$ cat config.mk
export PLATFORM = sky130hd
export DESIGN_NAME = audio_i2s
export DESIGN_NICKNAME = d
export VERILOG_FILES = /design/src/rtl/audio_pkg.sv /design/src/rtl/audio_dsm.sv /design/src/rtl/audio_i2s.sv
export SDC_FILE = /design/constraint.sdc
export NUM_CORES = 1
export LEC_CHECK = 0
export CORE_ASPECT_RATIO = 0.75
export CORE_MARGIN = 8
export CORE_UTILIZATION = 56
export DETAILED_ROUTE_END_ITERATION = 8
export PLACE_DENSITY = 0.84
export SETUP_SLACK_MARGIN = 0.3
export SLEW_MARGIN = 10
export SYNTH_ARGS = -nofsm -noshare
export SYNTH_HDL_FRONTEND = slang
export SYNTH_SLANG_ARGS = --single-unit
$ cat constraint.sdc
create_clock -name clock -period 7.2 [get_ports clock]
set_input_delay 1.44 -clock clock [delete_from_list [all_inputs] [get_ports clock]]
set_output_delay 1.44 -clock clock [all_outputs]
set_load 0.01 [all_outputs]
$ cat src/rtl/audio_pkg.sv
// Shared widths, frame geometry and sample conversion for the audio I2S block.
// Latency: n/a (constants and a pure function).
// Backpressure: n/a.
package audio_pkg;

  localparam int SAMPLE_W       = 15;  // unsigned mix sample width
  localparam int I2S_W          = 16;  // signed word width on the wire
  localparam int FRAME_SLOTS    = 32;  // BCLK periods per stereo frame
  localparam int LEFT_LAST_SLOT = 15;  // last slot with word select low

  // Unsigned offset-binary (0x4000 = silence) to signed 16-bit, LSB padded with zero.
  function automatic logic [I2S_W-1:0] to_i2s(input logic [SAMPLE_W-1:0] s);
    return {~s[SAMPLE_W-1], s[SAMPLE_W-2:0], 1'b0};
  endfunction

endpackage

$ cat src/rtl/audio_dsm.sv
// First-order sigma-delta DAC channel, only built when AUDIO_SIGMADELTA_EN is defined.
// Latency: output is the registered accumulator carry, one clock behind the input.
// Backpressure: none; samples the live input every clock.
`ifdef AUDIO_SIGMADELTA_EN
module audio_dsm
  import audio_pkg::*;
(
  input  logic                clock,
  input  logic                reset,
  input  logic [SAMPLE_W-1:0] din,
  output logic                dout
);

  logic [SAMPLE_W:0] acc_q;
  logic [SAMPLE_W:0] acc_d;

  // Drop the previous carry and add the new sample; the new carry is the pulse output.
  always_comb begin
    acc_d = {1'b0, acc_q[SAMPLE_W-1:0]} + {1'b0, din};
  end

  // Accumulator register.
  always_ff @(posedge clock) begin
    if (reset) begin
      acc_q <= '0;
    end else begin
      acc_q <= acc_d;
    end
  end

  assign dout = acc_q[SAMPLE_W];

endmodule
`endif

$ cat src/rtl/audio_i2s.sv
// Stereo Philips-I2S serializer (optional sigma-delta outputs under AUDIO_SIGMADELTA_EN).
// Latency: samples captured at frame wrap appear on i2s_data from slot 1 of the next frame.
// Backpressure: none; strobe marks the single cycle on which left/right are taken.
module audio_i2s
  import audio_pkg::*;
#(
  parameter int unsigned BCLK_DIV = 4
) (
  input  logic                clock,
  input  logic                reset,
  input  logic [SAMPLE_W-1:0] left,
  input  logic [SAMPLE_W-1:0] right,
  output logic                strobe,
  output logic                i2s_bclk,
  output logic                i2s_lrck,
  output logic                i2s_data
`ifdef AUDIO_SIGMADELTA_EN
  ,
  output logic                dsm_l,
  output logic                dsm_r
`endif
);

  localparam logic [7:0] DIV_TC    = 8'(BCLK_DIV - 1);
  localparam logic [4:0] LAST_SLOT = 5'(FRAME_SLOTS - 1);
  localparam logic [4:0] LEFT_LAST = 5'(LEFT_LAST_SLOT);

  logic [7:0]         div_q, div_d;
  logic               bclk_q, bclk_d;
  logic [4:0]         slot_q, slot_d;
  logic               lrck_q, lrck_d;
  logic               data_q, data_d;
  logic [2*I2S_W-1:0] word_q, word_d;
  logic [4:0]         bit_idx;
  logic               div_tc;
  logic               bclk_fall;
  logic               frame_wrap;

  // Next-state: BCLK divider, slot counter, word select and serial bit all move on BCLK fall.
  always_comb begin
    div_d      = div_q;
    bclk_d     = bclk_q;
    slot_d     = slot_q;
    lrck_d     = lrck_q;
    data_d     = data_q;
    word_d     = word_q;
    bit_idx    = '0;
    div_tc     = (div_q == DIV_TC);
    bclk_fall  = div_tc && bclk_q;
    frame_wrap = bclk_fall && (slot_q == LAST_SLOT);

    if (div_tc) begin
      div_d  = '0;
      bclk_d = ~bclk_q;
    end else begin
      div_d = div_q + 8'd1;
    end

    if (bclk_fall) begin
      slot_d = slot_q + 5'd1;
      lrck_d = (slot_d > LEFT_LAST);
      // Slot s carries word bit (32 - s) mod 32, so slot 0 picks bit 0 of the word
      // still held in word_q: the previous frame's right LSB (the one-BCLK I2S delay).
      bit_idx = 5'd0 - slot_d;
      data_d  = word_q[bit_idx];
    end

    // The whole frame is latched at once so it can never be torn by input changes.
    if (frame_wrap) begin
      word_d = {to_i2s(left), to_i2s(right)};
    end
  end

  // State registers; reset aborts any frame in progress.
  always_ff @(posedge clock) begin
    if (reset) begin
      div_q  <= '0;
      bclk_q <= 1'b0;
      slot_q <= '0;
      lrck_q <= 1'b0;
      data_q <= 1'b0;
      word_q <= '0;
    end else begin
      div_q  <= div_d;
      bclk_q <= bclk_d;
      slot_q <= slot_d;
      lrck_q <= lrck_d;
      data_q <= data_d;
      word_q <= word_d;
    end
  end

  assign strobe   = frame_wrap && !reset;
  assign i2s_bclk = bclk_q;
  assign i2s_lrck = lrck_q;
  assign i2s_data = data_q;

`ifdef AUDIO_SIGMADELTA_EN
  audio_dsm u_dsm_l (
    .clock (clock),
    .reset (reset),
    .din   (left),
    .dout  (dsm_l)
  );

  audio_dsm u_dsm_r (
    .clock (clock),
    .reset (reset),
    .din   (right),
    .dout  (dsm_r)
  );
`else
  // Sigma-delta outputs not built.
`endif

endmodule

==> flow_summary.toml <==
[routing]
totalWireLength_mm = 4.32
drt_iter0_drc = 109
ant_nets = 0
vias = 1704
drt_first_pass_iters = 4
drc_errors = 0
avgViaCountPerCell = 5.31
routedWlPerCell_um = 13.5

[setup_path]
required_ns = 5.76
ff2ff_path_depth = 8
criticalPathCategory = "reg2out"
crit_arrival_ns = 3.23
startpoint_type = "register"
cp_max_fo = 29
worst_setup_path_end_kind = "output port"

[synth]
syn-cell-area_sq_um = 2110
synth_top_cells_by_count = "nand2_1 (62), dfxtp_1 (46), a21oi_1 (29)"
yosysTopAreaCell = "dfxtp_1"
synth_top_area_share_pct = 43.6
yosys_warnings = 0
synth_cell_type_count = 35
synth_edf_count = 0
ys_ff_latch = 46
syn_avg_cell_area_sq_um = 8.72
synthTopCellsByArea = "dfxtp_1 (44%), nand2_1 (11%), a21oi_1 (6.9%), mux4_2 (6.4%), xor2_1 (3.7%)"
async_flop_share_pct = 0
ys_seq_area_share_pct = 43.6
synth_most_common_cell = "nand2_1"
syn_inst = 242
synthFlopType = "dfxtp_1"
syn_nets = 278

[global_route]
grtUsageMet2_pct = 23.2
use_met3_pct = 4.50
antenna_found_initial = 0
grt_overflow = 0
grt_pass1_vias = 1695
gr-usage-all-layers_pct = 15.0
grt_first_pass_wirelength_mm = 7.38
grt_max_degree = 42
grtUsageMet1_pct = 18.9
grt_most_used_layer = "met2"

[power]
vdd.ir_drop.worst_mv = 0.139
p_int_uw = 381
leakage_uw = 0.000865
p_seq_share_pct = 54.3
p_per_area_nw_per_um2 = 188
clkPwrFrac_pct = 39.1
p_comb_share_pct = 6.6
power_switching_uw = 97.7
switching_share_pct = 20.4

[worst_hold_path]
hp-class = "reg2reg"
min_delay_path_depth = 2

[die]
coreArea_sq_um = 3640
die_w_um = 86.9
start_util_pct = 58.0
rows = 19
die-area_sq_um = 6010
num_io_pins = 36
die_h_um = 69.2

[timing]
setup_violations = 0
finalWorstSetupSlack_ns = 2.53
hold_viol_final = 0
worst_pin_slew_ns = 1.00
relSlewSlack_pct = 33.1
fin_skew_ns = 0.00620
tns_ns = 0
rsz0062_at_grt = "false"
period_minus_slack_ns = 4.67
slew_violations = 0
timing.fmax_ghz = 0.214
min_period_over_period_pct = 64.8

[cts]
cts_setup_buffers = 0
numCtsBuffers = 5
cts.clk_slew.worst_paths_ns = 0.08
clock_sinks = 46
cts_max_level = 2
clock_latency_ns = 0.29
clockBufferDepth = 2
cts_resized = 0
postCtsHoldBufs = 0
cts_tree = "built"
root_buffer = "clkbuf_8"

[placed_design]
dp_hpwl_mm = 2.95
port_buffers = 35
pre_cts_slack_ns = 2.84
gp_congestion = 0.909

[layout]
areaGrowthSynthToFinish_pct = 20.7
n_fill_cell = 303
diodes = 0
drive_gt1_share_pct = 7.06
nets = 304

[outcome]
outcome = "finished clean"

[flow_run]
maxCapViolations = 0
## path summary, 6_finish.rpt
kind | startpoint | end | slack [ns]
hold / removal | word_q[28]$_SDFFE_PP0P_ | word_q[28]$_SDFFE_PP0P_ | 0.46
setup / recovery | div_q[0]$_SDFF_PP0_ | strobe | 2.53
setup reg to reg | slot_q[0]$_SDFFE_PP0P_ | i2s_data$_SDFFE_PP0P_ | 3.90
hold reg to reg | word_q[28]$_SDFFE_PP0P_ | word_q[28]$_SDFFE_PP0P_ | 0.46
## critical path: stages (launching register included)
cell and delay, ns:
dfxtp_1 0.40, ha_1 0.24, or4b_4 0.50, nor4_4 0.24
and2_1 0.40, nand2_2 0.40, nor2_1 0.19, clkdlybuf4s50_1 0.56
## state kept, by name (all words and copies together), names as in the netlist
signal,flops
i2s_lrck,1
div_q,8
slot_q,5
word_q,30
i2s_bclk,1
i2s_data,1
## layer usage
layer | wire (um) | vias up
met5 | 0 | -
met4 | 74 | 0
met3 | 181 | 10
met2 | 2030 | 43
met1 | 2040 | 780
li1 | - | 871
## layout make-up
cell class	instances	area, sq um	share of cell area (%)
Multi-Input combinational cell	177	1090	42.7
Sequential cell	46	921	36.1
Timing Repair Buffer	36	358	14.0
Clock buffer	6	72.6	2.85
Tap cell	52	65.1	2.55
Clock inverter	2	37.5	1.47
Inverter	2	7.51	0.295
## cell usage in the layout, fill, tap and decap left out, types with 5 or more instances in the layout
cell             count
nand2_1             62
mux4_2               6
xor2_1               9
nor2_1              18
mux2i_1              6
a21oi_1             29
clkdlybuf4s50_1     35
clkbuf_8             5
dfxtp_1             46
nand3_1              6
## per-stage QoR
stage          instances  utilization (%)  area, sq um  hold WS, ns  power (uW)
2_1_floorplan        242                -         2110        0.433         277
5_1_grt              321             70.1         2550        0.478         497
6_report             321             70.1         2550        0.456         479
3_5_place_dp         313             67.0         2440        0.446         298
3_3_place_gp         313             67.0         2440        0.441         297
4_1_cts              321             70.1         2550        0.458         483
## power by group through the flow
stage	sequential, uW	clock, uW	combinational, uW
after CTS	260	191	31.8
final	260	187	31.6
after floorplan	265	0	11.5
after detailed placement	266	0	31.6
after global placement	266	0	30.9
after global routing	260	203	34.2
## cell families after synthesis
kind of cell,synth area share [%]
compound gates,10.6
xor+xnor,5.39
fa+ha+maj,2.37
buf+inv,4.86
flops,43.6
mux,9.78
simple gates,23.4
Power figures use the tool's default switching activity.
